[src/rtl/combo_lock_fsm.sv]
// Three-digit combination lock fed by the ALU result and condition codes.
// Counts failed attempts and holds a timed lockout after MAX_TRIES failures.
module combo_lock_fsm #(
   parameter logic [7:0] CODE0          = 8'h2A,
   parameter logic [7:0] CODE1          = 8'h07,
   parameter logic [7:0] CODE2          = 8'hC3,
   parameter logic [5:0] CC_MASK        = 6'b000000,
   parameter logic [5:0] CC_VAL         = 6'b000000,
   parameter int         MAX_TRIES      = 3,
   parameter int         LOCKOUT_CYCLES = 50_000_000
) (
   input  logic       clk,
   input  logic       reset,
   input  logic       enter,
   input  logic [7:0] R,
   input  logic [5:0] CC,
   output logic       unlocked,
   output logic       locked_out,
   output logic       err,
   output logic [1:0] progress,
   output logic [2:0] fail_count,
   output logic [2:0] state_code
);

   localparam int            TW        = $clog2(LOCKOUT_CYCLES) + 1;
   localparam logic [TW-1:0] LOCK_INIT = TW'(LOCKOUT_CYCLES - 1);
   localparam logic [2:0]    MAX_FC    = 3'(MAX_TRIES);
   localparam logic [3:0]    MAX_FC4   = 4'(MAX_TRIES);

   typedef enum logic [2:0] {
      S0      = 3'd0,
      S1      = 3'd1,
      S2      = 3'd2,
      OPEN    = 3'd3,
      LOCKOUT = 3'd4
   } state_t;

   state_t        state_q, state_d;
   logic [TW-1:0] timer_q, timer_d;
   logic [2:0]    fc_d;
   logic [1:0]    prog_d;
   logic          unl_d, lo_d, err_d;
   logic          fail_now;
   logic [7:0]    exp_code;

   function automatic logic digit_ok(input logic [7:0] r, input logic [5:0] cc,
                                     input logic [7:0] code);
      return (r == code) && ((cc & CC_MASK) == (CC_VAL & CC_MASK));
   endfunction

   function automatic logic [2:0] sat_inc(input logic [2:0] fc);
      if (fc >= MAX_FC) return MAX_FC;
      return fc + 3'd1;
   endfunction

   always_ff @(posedge clk) begin
      if (reset) begin
         state_q    <= S0;
         timer_q    <= '0;
         fail_count <= '0;
         progress   <= '0;
         unlocked   <= 1'b0;
         locked_out <= 1'b0;
         err        <= 1'b0;
      end else begin
         state_q    <= state_d;
         timer_q    <= timer_d;
         fail_count <= fc_d;
         progress   <= prog_d;
         unlocked   <= unl_d;
         locked_out <= lo_d;
         err        <= err_d;
      end
   end

   assign state_code = state_q;

   always_comb begin
      state_d  = state_q;
      timer_d  = timer_q;
      fc_d     = fail_count;
      prog_d   = progress;
      unl_d    = unlocked;
      lo_d     = locked_out;
      err_d    = 1'b0;
      fail_now = 1'b0;
      exp_code = CODE0;

      case (state_q)
         S0, S1, S2: begin
            if (state_q == S1)      exp_code = CODE1;
            else if (state_q == S2) exp_code = CODE2;
            if (enter) begin
               if (digit_ok(R, CC, exp_code)) begin
                  case (state_q)
                     S0: begin
                        state_d = S1;
                        prog_d  = 2'd1;
                     end
                     S1: begin
                        state_d = S2;
                        prog_d  = 2'd2;
                     end
                     default: begin
                        state_d = OPEN;
                        prog_d  = 2'd0;
                        unl_d   = 1'b1;
                        fc_d    = 3'd0;
                     end
                  endcase
               end else begin
                  fail_now = 1'b1;
               end
            end
         end
         OPEN: begin
            if (enter) begin
               state_d = S0;
               unl_d   = 1'b0;
            end
         end
         LOCKOUT: begin
            // enter is deliberately not looked at here
            if (timer_q == '0) begin
               state_d = S0;
               lo_d    = 1'b0;
               fc_d    = 3'd0;
            end else begin
               timer_d = timer_q - TW'(1);
            end
         end
         default: state_d = S0;
      endcase

      if (fail_now) begin
         err_d  = 1'b1;
         prog_d = 2'd0;
         if (({1'b0, fail_count} + 4'd1) == MAX_FC4) begin
            state_d = LOCKOUT;
            lo_d    = 1'b1;
            timer_d = LOCK_INIT;
            fc_d    = MAX_FC;
         end else begin
            state_d = S0;
            fc_d    = sat_inc(fail_count);
         end
      end
   end

endmodule
[config.mk]
export PLATFORM = sky130hd
export DESIGN_NAME = combo_lock_fsm
export DESIGN_NICKNAME = d
export VERILOG_FILES = /design/src/rtl/combo_lock_fsm.sv
export SDC_FILE = /design/constraint.sdc
export NUM_CORES = 1
export LEC_CHECK = 0
export CORE_UTILIZATION = 44
export CTS_BUF_LIST = sky130_fd_sc_hd__clkbuf_4 sky130_fd_sc_hd__clkbuf_8 sky130_fd_sc_hd__clkbuf_16
export CTS_CLUSTER_SIZE = 40
export DETAILED_ROUTE_END_ITERATION = 12
export PLACE_DENSITY = 0.63
export SLEW_MARGIN = 20
export SYNTH_ARGS = -nofsm -noshare
export SYNTH_HDL_FRONTEND = slang
export SYNTH_SLANG_ARGS = --single-unit
[constraint.sdc]
create_clock -name clk -period 6.7 [get_ports clk]
set_input_delay 2.01 -clock clk [delete_from_list [all_inputs] [get_ports clk]]
set_output_delay 2.01 -clock clk [all_outputs]
set_load 0.005 [all_outputs]
==> flow_metrics.tcl <==
set metrics [dict create \
    status "finished clean" \
    drc 0 \
    antenna_found_initial 0 \
    drv_slew 0 \
    final_cell_mix "dfxtp_1 (38), clkdlybuf4s50_1 (21), nor3_1 (17)" \
    cts_tree "yes" \
    finalWorstSetupSlack_ns 2.52 \
    cts_resized 0 \
    cts_hold_buffers 0 \
    async_flop_share_pct 0 \
    crit_family "compound AO/OA/AOI/OAI gates" \
    total_leakage_power_nw 0.853 \
    grt_overflow 0 \
    ys.flop_type "dfxtp_1" \
    hold_ws_ns 0.457 \
    fmax_mhz 239 \
    drtPass1Iterations 4 \
    final_cell_area_um2 2570 \
    yosysSeqAreaShare_pct 34.2 \
    setup_viol 0 \
    synth-seq-cells 38 \
    netlist_instances 253 \
    fin_skew_ns 0.00962 \
    hp-class "flop to flop" \
    worstPathArrival_ns 4.29 \
    cp_slowest_stage_delay_ns 0.84 \
    path_cells "clkdlybuf4s50_1, or3_1, a221o_1, o211ai_1, o21ai_0" \
    routed_via_density 5.87 \
    min_period_ns 4.18 \
    rows 25 \
    cp_slowest_cell "o211ai_1" \
    reg2reg_setup_slack_ns 3.83 \
    drv_cap 0 \
    dieArea_um2 5340 \
    netlist_area_um2 2220 \
    ys_types 56 \
    hpwl_mm 3.51 \
    routed_wl_mm 5.16 \
    clock_tree.root_cell "clkbuf_8" \
    placed_area_um2 2480 \
    layout_commonest_cell "dfxtp_1" \
    numCtsBuffers 5 \
    cp-end-kind "flop" \
    layout.nets 292 \
    diodes 0 \
    io_pins 28 \
    final_hold_viol_count 0 \
    crit_fanout 13 \
    grt_pass1_wl_mm 8.50 \
    rsz0062_at_grt "false" \
    pwr_density_cell_nw_per_um2 257 \
    crit_required_ns 6.81 \
    setup-tns-final_ns 0 \
    tightest_slew_ns 1.04 \
    worstSkewPairLatency_ns 0.29 \
    io_buffers 21 \
    vias 1995 \
    critPathBufInv 1 \
    synth_nets 273 \
    finalWeightedCongestion 0.799 \
    dp_slack_ns 2.15 \
    yosysWarnings 0 \
    clkTransAtPathRegs_ns 0.07 \
    critPathKind "input port to flop" \
    slew-limit-headroom_pct 30.3 \
    htreeDepth 2 \
    grt_max_degree 40 \
    drive_above_1_share_pct 11.0 \
    cts_setup_buffers 0 \
    initial_core_util_pct 46.4 \
    fill_cells 455 \
    die_y_um 73.1 \
    period_share_pct 62.3 \
    cp-start-kind "input port" \
    area_growth_pct 15.8 \
    cts_buffer_depth 2 \
    irDropWorstVdd_v 0.000130 \
    dieWidth_um 73.1 \
    grt_pass1_vias 1763 \
    wl_per_cell_um 15.2 \
    syn_area_per_cell_um2 8.78 \
    grtUsageTotal_pct 20.7 \
    clkSinkCount 38 \
    postRouteAntennaNets 0 \
    coreArea_um2 4790 \
    drtIter0Drc 102 \
    synth_edf_count 0 \
]
-- state kept, by name (all words and copies together), names as in the netlist --
signal,flops
err,1
fail_count,3
locked_out,1
progress,2
state_code,3
timer_q,27
unlocked,1
-- logic make-up (layout without fill, tap and decap cells) --
| family | Yosys count | after routing | synth area share, % |
|---|---|---|---|
| AO/OA/AOI/OAI | 70 | 70 | 23.9 |
| XOR/XNOR | 17 | 17 | 6.70 |
| adder cells (fa/ha/maj) | 3 | 3 | 1.69 |
| buffers and inverters | 21 | 41 | 4.11 |
| flip-flops | 38 | 38 | 34.2 |
| multiplexers | 3 | 3 | 1.41 |
| AND/OR/NAND/NOR | 101 | 101 | 27.9 |
-- worst paths after layout --
| path | start | to | cells after the start |
|---|---|---|---|
| worst max register to register | state_code[0] | timer_q[21] | 5 |
| worst max-delay path | R[6] | timer_q[21] | 5 |
| worst min-delay path | progress[0] | progress[0] | 2 |
| worst min register to register | progress[0] | progress[0] | 2 |
-- power breakdown --
part	switching (mW)	internal, mW	total [mW]
sequential	0.0208	0.243	0.264
combinational	0.148	0.0828	0.231
clock	0.0846	0.0828	0.167
total	0.253	0.408	0.662
-- cell type report --
cell class / instances / area (um^2) / area share, %
tap: 67 / 83.8 / 3.26
clock buffer: 6 / 82.6 / 3.21
timing repair buffer: 23 / 225 / 8.75
clock inverter: 2 / 12.5 / 0.486
sequential: 38 / 761 / 29.6
multi-input combinational: 194 / 1370 / 53.3
inverter: 10 / 37.5 / 1.46
-- metrics by stage --
| step | std cells | utilization [%] | total power [mW] |
|---|---|---|---|
| floorplan | 253 | - | 0.444 |
| global route | 340 | 53.8 | 0.700 |
| CTS | 340 | 53.8 | 0.666 |
| finish | 340 | 53.8 | 0.662 |
| global placement | 332 | 51.8 | 0.497 |
| detailed placement | 332 | 51.8 | 0.498 |
-- worst register-to-register path, stage by stage (launching register included) --
cell and delay, ns:
dfxtp_1 0.63, and2_1 0.31, o311ai_0 0.23, a221o_1 0.47
o211ai_1 0.84, o21ai_0 0.22
-- cells in the mapped netlist, drive strengths merged (2+ instances only) --
library cell  number  area share (%)
xor2               8             3.2
dfxtp             38              34
nand2b             4             1.1
or4               12             4.6
mux2i              2            0.90
buf                5             1.4
o211ai             6             2.3
ha                 3             1.7
or3                5             1.4
o31ai              5             1.7
nor4              10             3.1
nor3b              3             1.5
nor3              19             5.0
a31oi              3            0.84
xnor2              9             3.5
a32oi              3             1.2
o32ai              2            0.79
o21ai             21             5.2
or2                2            0.56
nand3              6             1.4
o311ai             2             1.1
a41oi              3             1.2
inv               10             1.7
nor2              14             2.4
clkbuf             6             1.0
nand2              9             1.5
nor2b              3            0.84
and2               2            0.56
nand4              4             1.1
o2111ai            3             2.0
and3               3            0.84
a21oi              9             2.0
a211oi             6             2.3
and4               2            0.79
-- metal layers --
metal	share of wire, %	global-route usage [%]	up-vias
met5	0	0	-
met4	1.1	6.75	0
met3	3.2	3.73	7
met2	46	31.2	28
met1	50	29.7	938
li1	-	-	1022
(Power assumes the default switching activity.)
